===== src/rtl/address_decoder_programmable.sv =====
// Run-time programmable multi-range address decoder: RANGE_COUNT base/bound pairs,
// compared in parallel against each lookup, with a one-cycle registered result.
module address_decoder_programmable #(
    parameter int ADDR_WIDTH        = 10,
    parameter int RANGE_COUNT       = 4,
    parameter int RANGE_INDEX_WIDTH = 2
) (
    input  logic                         clock,
    input  logic                         reset,
    input  logic                         cfg_wren,
    input  logic [RANGE_INDEX_WIDTH-1:0] cfg_index,
    input  logic                         cfg_select,
    input  logic [ADDR_WIDTH-1:0]        cfg_data,
    input  logic                         in_valid,
    input  logic [ADDR_WIDTH-1:0]        in_addr,
    output logic                         out_valid,
    output logic [ADDR_WIDTH-1:0]        out_addr,
    output logic [RANGE_COUNT-1:0]       out_hit_vector,
    output logic                         out_hit_any,
    output logic [RANGE_INDEX_WIDTH-1:0] out_hit_index,
    output logic                         out_multi_hit
);

    logic [ADDR_WIDTH-1:0]        base_regs  [RANGE_COUNT];
    logic [ADDR_WIDTH-1:0]        bound_regs [RANGE_COUNT];
    logic [RANGE_COUNT-1:0]       hit_vector;
    logic [RANGE_INDEX_WIDTH-1:0] hit_index;
    logic                         multi_hit;

    // NOTE: the range registers are reset even though they form a small register file,
    // because the post-reset map must decode as all-disabled (base > bound).
    // Indices that match no range (>= RANGE_COUNT) simply select nothing.
    always_ff @(posedge clock) begin
        if (reset) begin
            for (int k = 0; k < RANGE_COUNT; k++) begin
                base_regs[k]  <= '1;
                bound_regs[k] <= '0;
            end
        end else if (cfg_wren) begin
            for (int k = 0; k < RANGE_COUNT; k++) begin
                if (cfg_index == RANGE_INDEX_WIDTH'(k)) begin
                    if (cfg_select) bound_regs[k] <= cfg_data;
                    else            base_regs[k]  <= cfg_data;
                end
            end
        end
    end

    // NOTE: every always_comb output gets a default first so no path leaves it
    // unassigned and no latch is inferred.
    always_comb begin
        hit_vector = '0;
        hit_index  = '0;
        // A disabled range (base > bound) has no address satisfying both compares.
        for (int k = 0; k < RANGE_COUNT; k++) begin
            hit_vector[k] = in_valid && (in_addr >= base_regs[k]) && (in_addr <= bound_regs[k]);
        end
        // Scan downward so the lowest-numbered hitting range is the last to assign.
        for (int k = RANGE_COUNT - 1; k >= 0; k--) begin
            if (hit_vector[k]) hit_index = RANGE_INDEX_WIDTH'(k);
        end
    end

    // Clearing the lowest set bit leaves something only when two or more bits were set.
    assign multi_hit = |(hit_vector & (hit_vector - RANGE_COUNT'(1)));

    // NOTE: sequential state uses non-blocking assignments so every register samples
    // pre-edge values, which is what gives lookups the pre-write range map.
    always_ff @(posedge clock) begin
        if (reset) begin
            out_valid      <= 1'b0;
            out_addr       <= '0;
            out_hit_vector <= '0;
            out_hit_any    <= 1'b0;
            out_hit_index  <= '0;
            out_multi_hit  <= 1'b0;
        end else begin
            out_valid      <= in_valid;
            out_addr       <= in_addr;
            out_hit_vector <= hit_vector;
            out_hit_any    <= |hit_vector;
            out_hit_index  <= hit_index;
            out_multi_hit  <= multi_hit;
        end
    end

endmodule


===== config.mk =====
export PLATFORM = sky130hd
export DESIGN_NAME = address_decoder_programmable
export DESIGN_NICKNAME = d
export VERILOG_FILES = /design/src/rtl/address_decoder_programmable.sv
export SDC_FILE = /design/constraint.sdc
export NUM_CORES = 1
export LEC_CHECK = 0
export BUFFER_PORTS_ARGS = -buffer_cell sky130_fd_sc_hd__buf_2
export CAP_MARGIN = 20
export CORE_MARGIN = 2
export CORE_UTILIZATION = 35
export DETAILED_ROUTE_END_ITERATION = 7
export SYNTH_ARGS = -nofsm -noshare
export SYNTH_HDL_FRONTEND = slang
export SYNTH_SLANG_ARGS = --single-unit

===== constraint.sdc =====
create_clock -name clock -period 3.52 [get_ports clock]
set_input_delay 0.176 -clock clock [delete_from_list [all_inputs] [get_ports clock]]
set_output_delay 0.176 -clock clock [all_outputs]
set_load 0.05 [all_outputs]

==> run summary, run 1 <==
The placed instance count was 772. The run gives 13,400 um as the total wire length. The register area share after synthesis came out at 49.6%. The main flop type after synthesis is sky130_fd_sc_hd__edfxtp_1. From synthesis to final layout, the design area changed by 15.2%. TritonCTS built the clock tree. Number of buffers inserted by post-CTS setup repair: 0. The setup path with the least slack is of type reg2reg.

The count of input and output buffers is 45. The number of antenna violations at the first check in global routing is 0, and the number of vias per cell is 4.82. The detail route stage leaves a number of antenna-violating nets equal to 0. The compound-gate portion of the synthesized area was 8.52%; the post-detailed-route wirelength per cell was 17.0 um. The logs give 3,799 for the total number of vias and 0 ns for the final total negative setup slack. The logs give 171 for the DRC marker count from the first detailed-route iteration and 3.82 ns for the data required time at the worst endpoint. The synthesized netlist devotes 18.2% of its cell area to simple gates. After the last flow step, the layout net total stands at 674. The proportion of register bits with asynchronous set or reset after synthesis was 0%. STA classifies the critical path endpoint as a register. The floorplan step defined a die boundary enclosing 0.0171 sq mm. The number of buffers inserted by hold repair at cts is 0, and the horizontal die dimension is 131 um.

The average cell area after synthesis works out to 11.1 sq um. The maximum fanout encountered on the critical timing path came out at 5. The path class of the tightest hold or removal check is in2reg. In this run, synthesis inferred 80 flip-flops with an integrated enable.

The register bit total from synthesis is 99, and the number of placement rows is 46. For the worst setup path, the data arrival time is 2.41 ns. Setup repair after global routing left no endpoint under its margin.

The analysis attributes to cell leakage a power of 2.81 nW. The buffer levels on the longest clock path is 2, and the fraction of layout instances using a drive strength above 1 is 18.9%. For this configuration, the core starts out at a cell density of 35.6%.

The clock drives 99 sinks. The maximum number of pins on one net before global-route repair is 23, and the overall global routing resource usage is 17.0%. Subtracting the final worst setup slack from the clock period gives 2.11 ns.

The synthesized netlist devotes 18.0% of its cell area to adder and majority cells. 0 antenna diodes ended up in the layout. The logs give 0.0121 ns for the final worst clock skew and 46 for the number of ports placed on the die boundary. Yosys mapped the design onto 40 distinct sky130hd cell types. The number of DRC violations after detailed routing was 0. The global placement routability congestion was 0.796; the achievable clock frequency was 0.473 GHz. The total congestion overflow after global routing was 0. The number of nets in the synthesized netlist is 614. OpenSTA, run right after detailed placement, puts the worst setup slack at 1.24 ns. Dividing total power by cell area gives a power density of 441 mW/mm^2. The die is 131 um tall.

After synthesis, the largest family of logic cells by area is simple AND/OR/NAND/NOR gates. For the count of maximum capacitance violations, the log shows 0. For the number of warnings reported in the yosys synthesis log, the log shows 0. TritonCTS created 9 clock buffers.

In the layout the commonest cells are sky130_fd_sc_hd__inv_1 (80), sky130_fd_sc_hd__ha_1 (80), sky130_fd_sc_hd__edfxtp_1 (80). Clock root buffer master: sky130_fd_sc_hd__clkbuf_16. The flow ran to the end, and the final reports show no timing, DRC or antenna violations. The xor/xnor cell area share of the yosys netlist was 0%; the final standard cell utilization of the core was 41.0%.

Counting every instance in the synthesized netlist gives 507. The final number of hold-violating endpoints is 0. The final period utilization was 60.0%. The number of max-slew violations in the final report came out at 0. The HPWL after detailed placement came out at 9450 um. Setup violations remaining at the end of the flow were counted as 0. Clock-pin slew was measured on the worst setup and hold paths at 0.07 ns. The worst path meets setup with 1.41 ns of slack. Slew at the pin closest to its max-slew limit: 0.877 ns.

The clock reaches the later pin of the worst-skew pair after 0.35 ns. The first global-routing pass estimated 20,900 um of wire. Count of cells resized by post-cts repair: 0. In this run the number of H-tree levels came out at 3. The area inside the core boundary was 0.0158 sq mm. IR analysis of the VDD net gives a maximum drop of 0.231 mV.

The number of global-route vias before repair was 3,909; the number of iterations in the first detailed-routing pass was 4. Measured against its own limit, the worst slew margin works out to 41.1%. After synthesis the cells add up to 0.00561 sq mm. Of the post-synthesis cell area, the part taken by muxes is 0%. The worst setup path is launched from a register.

Leaving out filler cells and counting taps, the final layout contains 788. For the worst hold-check slack, the log shows 0.161 ns.
==> synthesized netlist by cell type, types with 3 or more instances <==
master                     count  area share [%]
sky130_fd_sc_hd__nor2b_1      11             1.2
sky130_fd_sc_hd__nand2b_1     18             2.0
sky130_fd_sc_hd__ha_1         80              18
sky130_fd_sc_hd__nand3_1       5            0.45
sky130_fd_sc_hd__a21oi_1      26             2.3
sky130_fd_sc_hd__inv_1        80             5.4
sky130_fd_sc_hd__or2_2        24             2.7
sky130_fd_sc_hd__nor2_1       21             1.4
sky130_fd_sc_hd__edfxtp_1     80              43
sky130_fd_sc_hd__a211oi_2      4            0.89
sky130_fd_sc_hd__or2_1         6            0.67
sky130_fd_sc_hd__a211oi_1      5            0.67
sky130_fd_sc_hd__a21o_1        3            0.40
sky130_fd_sc_hd__nand4_1      11             1.2
sky130_fd_sc_hd__nand2_1      17             1.1
sky130_fd_sc_hd__nor4_1        5            0.56
sky130_fd_sc_hd__nor3_1        5            0.45
sky130_fd_sc_hd__o21ai_0      17             1.5
sky130_fd_sc_hd__clkbuf_1      4            0.27
sky130_fd_sc_hd__dfxtp_1      19             6.8
sky130_fd_sc_hd__and2_1       42             4.7
==> worst max-delay path, cell delays in order (launching register included) <==
cell and delay [ns]:
sky130_fd_sc_hd__edfxtp_1 0.36, sky130_fd_sc_hd__inv_1 0.06, sky130_fd_sc_hd__ha_1 0.23, sky130_fd_sc_hd__a211oi_1 0.25, sky130_fd_sc_hd__nor2_1 0.08, sky130_fd_sc_hd__nor4_1 0.28, sky130_fd_sc_hd__a31oi_1 0.15, sky130_fd_sc_hd__nor4b_4 0.44
sky130_fd_sc_hd__o21a_1 0.19
==> kinds of logic after synthesis <==
family	after synthesis
compound gates	71
fa+ha+maj	81
buf+inv	84
flops	99
simple gates	172
==> metal layers <==
metal | GRT usage [%] | up-vias | wire (um)
met5 | 0 | - | 0
met4 | 7.95 | 0 | 474
met3 | 3.54 | 35 | 465
met2 | 30.8 | 83 | 6820
met1 | 19.1 | 1798 | 5670
li1 | - | 1883 | -
==> state kept, by name (all words and copies together) (netlist names) <==
register        count
bound_regs         40
out_addr           10
base_regs          40
out_hit_any         1
out_hit_index       2
out_valid           1
out_hit_vector      4
out_multi_hit       1
==> area by class of cell <==
type / instances / area (sq um)
tap: 216 / 270
clock buffer: 11 / 258
timing repair buffer: 53 / 285
sequential: 99 / 2780
clock inverter: 5 / 56.3
inverter: 80 / 300
multi-input combinational: 324 / 2510
fill: 1503 / 9310
==> metrics by stage <==
step	total power [mW]	area, sq um
final	2.85	6460
after global routing	2.98	6460
after CTS	2.88	6460
after detailed placement	1.83	6150
after global placement	1.81	6150
after floorplan	1.67	5610
==> worst paths after layout <==
path | start | slack (ns) | end | cells past startpoint
setup reg to reg | bound_regs[0][7]$_SDFFCE_PN0P_ | 1.41 | out_multi_hit$_SDFF_PP0_ | 8
hold / removal | in_valid | 0.16 | out_valid$_SDFF_PP0_ | 2
setup / recovery | bound_regs[0][7]$_SDFFCE_PN0P_ | 1.41 | out_multi_hit$_SDFF_PP0_ | 8
hold reg to reg | bound_regs[1][0]$_SDFFCE_PN0P_ | 1.00 | out_hit_vector[1]$_SDFF_PP0_ | 5
==> power by group <==
group	switching, mW	internal (mW)	leakage, nW
clock	0.445	0.605	0.159
combinational	0.289	0.158	1.71
sequential	0.0191	1.34	0.942
No activity file was read; power rests on OpenSTA's default activity.
==> inputs of run 2 (changes only) <==
ABC_AREA = 1   (was unset)
clock period = 1.9 ns   (was 3.52 ns; I/O delays follow)
==> run 2 against run 1 <==
Compared with the run above: clock power increased by 86%; first-iteration DRC count increased by 61%; power is 86% higher; critical path depth rose by 2; largest cell class unchanged.
==> run summary, run 2 <==
The first global-routing pass estimated 20,900 um of wire. Once the floorplan was initialized, standard cells occupied 35.8% of the core. After detailed routing, the average wire length per cell comes to 14.4 um.

The final worst clock skew was 0.00701 ns. The detail route stage leaves a number of antenna-violating nets equal to 0. Compared with the post-synthesis result, the final layout area differs by 14.6%.

The global placement routability congestion was 0.806. The worst register-to-register path ends at out_multi_hit$_SDFF_PP0_. Class of the worst hold path: in2reg. After synthesis, the cell types taking the most area are sky130_fd_sc_hd__edfxtp_1 (42%), sky130_fd_sc_hd__ha_1 (18%), sky130_fd_sc_hd__nand2_1 (9.7%), sky130_fd_sc_hd__inv_1 (8.7%), sky130_fd_sc_hd__dfxtp_1 (6.7%). The maximum fanout encountered on the critical timing path was 5. The tool flagged a number of max-cap violations equal to 0. The logs give 3.22 nW for the leakage component of the power and 4 for the number of iterations in the first detailed-routing pass. The final route contains 4,009 vias. Critical path startpoint category: a register.

The tools report the flop-to-flop setup slack as 0.20 ns. The count of flip-flops with a built-in enable after synthesis was 80; the final critical-path required period was 1.70 ns. Once detailed placement completed, the half-perimeter wirelength came to 9540 um.

The share of synthesized area in the top cell type comes to 42.2%. The run gives 1,636 as the number of fill cells in the layout. Synthesis produced 627 cells. The logs give 0 for the number of max-slew violations in the final report and 48.9% for the register area share after synthesis. From bottom edge to top edge, the die measures 132 um. The maximum number of pins on one net before global-route repair was 23; the DRC marker count from the first detailed-route iteration was 275. Across every metal layer, demand over resource in global routing totals 16.1%.

For this design the top-level I/O count stands at 46. Once layout is complete, the cells apart from fillers number 905. Power spread over the standard cell area amounts to 815 mW/mm^2. Counting flops and latches in the post-synthesis netlist gives 99. The number of clock sinks is 99, and the depth of the worst register-to-register path is 10.

The clock transition time at the flip-flop clock pins of the worst setup and hold paths works out to 0.07 ns. The post-route netlist has 13.4% of its cells at a drive strength greater than 1. Following the worst setup path forward leads to its endpoint at out_multi_hit$_SDFF_PP0_. The tools report the number of global-route vias before repair as 3,860. The biggest area contributor in the post-synthesis netlist is sky130_fd_sc_hd__edfxtp_1.

Leaving out fill and tap cells, the most frequent cell in the layout is sky130_fd_sc_hd__nand2_1. The worst setup path is of the reg2reg kind. The H-tree was split into 3 levels.

The total area inside the core boundary comes to 0.0159 sq mm. The horizontal die dimension was 132 um. In this run, post-CTS hold repair placed 0 buffers. The final period utilization was 89.6%; the final total negative setup slack was 0 ns. The number of buffers inserted by post-CTS setup repair was 0; the proportion of register bits with asynchronous set or reset after synthesis was 0%. The number of vias per cell works out to 4.43.

The number of nets handed over by synthesis was 734. The die covers 0.0173 sq mm. Static timing analysis puts the maximum clock frequency at 0.588 GHz.

Tracing the worst setup path back leads to its startpoint at bound_regs[2][9]$_SDFFCE_PN0P_. For the data required time at the worst endpoint, the log shows 2.19 ns. The largest registers in the layout are base_regs: 40 flops, bound_regs: 40 flops, out_addr: 10 flops. The worst relative slew slack is 67.4%, and the number of distinct library cells after synthesis is 25.

The clock root buffer master was sky130_fd_sc_hd__clkbuf_16. In this run the core area contains 46 standard-cell rows. Among all flip-flop cells after synthesis, the most frequent one is sky130_fd_sc_hd__edfxtp_1. The Yosys step of the flow raised 0 warnings. The library cells used most frequently in the layout, excluding fill and tap cells, are sky130_fd_sc_hd__nand2_1 (147), sky130_fd_sc_hd__inv_1 (132), sky130_fd_sc_hd__ha_1 (80), sky130_fd_sc_hd__edfxtp_1 (80), sky130_fd_sc_hd__nor2_1 (79). The total power came out at 5.32 mW.

STA classifies the critical path endpoint as a register. In this run the deepest clock path goes through 2 buffers. At the pin with the least slew margin, the transition time is 0.489 ns.

The number of buffers inserted during clock tree synthesis was 9; the count of input and output buffers was 45. 0 antenna diodes ended up in the layout. TritonCTS built the clock tree. The number of nets in the layout was 791; the count of cells resized by post-cts repair was 0. The average cell area after synthesis is 9.08 sq um, and the clock latency on the worst-skew pair is 0.35 ns.

The run gives 0 as the number of DRC violations after detailed routing. By instance count, the leading cell after synthesis is sky130_fd_sc_hd__nand2_1. The cell area that synthesis handed to floorplanning was 0.00569 sq mm. The tools report the number of antenna violations at the first check in global routing as 0. The run gives 0 as the count of final setup violators. Total wire length: 13,000 um.

Ranked by instance count, the synthesized netlist is headed by sky130_fd_sc_hd__nand2_1 (147), sky130_fd_sc_hd__inv_1 (132), sky130_fd_sc_hd__edfxtp_1 (80), sky130_fd_sc_hd__ha_1 (80), sky130_fd_sc_hd__nor2_1 (79). Setup repair after global routing left no endpoint under its margin. The highest ir drop seen on vdd is 0.474 mV. The run gives 0 as the final number of hold-violating endpoints.

In this run the critical register-to-register path is launched from bound_regs[2][9]$_SDFFCE_PN0P_. The flow ran to the end, and the final reports show no timing, DRC or antenna violations. The logs give 2.00 ns for the worst path arrival time and 889 for the placed instance count. The total congestion overflow after global routing is 0.
-- run 2: cell count changes after synthesis, sizes merged, moves of 16 or more --
cell / previous run / this run
and2: 43 / 0
inv: 80 / 135
nand2: 17 / 152
nand2b: 18 / 0
nand3: 5 / 24
nor2: 21 / 90
o21ai: 19 / 3
or2: 30 / 0
-- run 2: worst min-delay path by stage --
stage | startpoint | to | slack (ns) | depth (start not counted)
final | in_valid | out_valid$_SDFF_PP0_ | 0.05 | 3
after global routing | in_valid | out_valid$_SDFF_PP0_ | 0.08 | 3
after detailed placement | in_valid | out_valid$_SDFF_PP0_ | 0.42 | 3
after CTS | in_valid | out_valid$_SDFF_PP0_ | 0.04 | 3
after global placement | in_valid | out_valid$_SDFF_PP0_ | 0.42 | 3
after floorplan | in_addr[1] | out_addr[1]$_SDFF_PP0_ | 0.20 | 2
-- run 2: where the power goes --
part / switching [mW] / internal, mW / leakage [nW] / total (mW)
logic: 0.585 / 0.266 / 2.13 / 0.851
clock network: 0.810 / 1.14 / 0.155 / 1.95
registers: 0.0344 / 2.48 / 0.942 / 2.51
total: 1.43 / 3.89 / 3.22 / 5.32
-- run 2: layer usage --
layer,GRT usage [%],wire (um),up-vias
met5,0,0,-
li1,-,-,2108
met1,20.9,6210,1813
met3,2.78,473,16
met4,5.74,250,0
met2,27.0,6050,72
-- run 2: cell families (layout without fill, tap and decap cells) --
group	count (synthesis)	count (layout)	share of synthesized area [%]
and+or+nand+nor	273	273	20.4
buffers and inverters	140	202	9.29
DFF	99	99	48.9
adders and majority gates	80	80	17.6
AOI/OAI and AO/OA	35	35	3.82
-- run 2: final cells by class --
class / instances / area (sq um) / area share, %
Clock inverter: 3 / 43.8 / 0.671
Inverter: 136 / 510 / 7.83
Clock buffer: 13 / 272 / 4.16
Sequential cell: 99 / 2780 / 42.7
Timing Repair Buffer: 50 / 263 / 4.03
Tap cell: 216 / 270 / 4.14
Multi-Input combinational cell: 388 / 2380 / 36.5
-- run 2: worst max-delay path: stages, from the launching register on --
cell and delay [ns]:
sky130_fd_sc_hd__edfxtp_1 0.37, sky130_fd_sc_hd__inv_1 0.08, sky130_fd_sc_hd__ha_1 0.25, sky130_fd_sc_hd__a21o_1 0.16, sky130_fd_sc_hd__nor2_1 0.11, sky130_fd_sc_hd__nand3_1 0.08
sky130_fd_sc_hd__nand2_1 0.13, sky130_fd_sc_hd__nand3_2 0.17, sky130_fd_sc_hd__nand2_2 0.10, sky130_fd_sc_hd__nand2_1 0.06, sky130_fd_sc_hd__a21oi_2 0.12
-- run 2: metrics by stage --
step                      utilization (%)  hold WS (ns)  setup slack, ns  area [sq um]
after floorplan                         -         0.202            0.460          5690
after global placement               39.1         0.418            0.205          6210
after detailed placement             39.1         0.419            0.186          6210
after CTS                            41.1        0.0439            0.198          6520
after global routing                 41.1        0.0756           0.0553          6520
final                                41.1        0.0473            0.198          6520
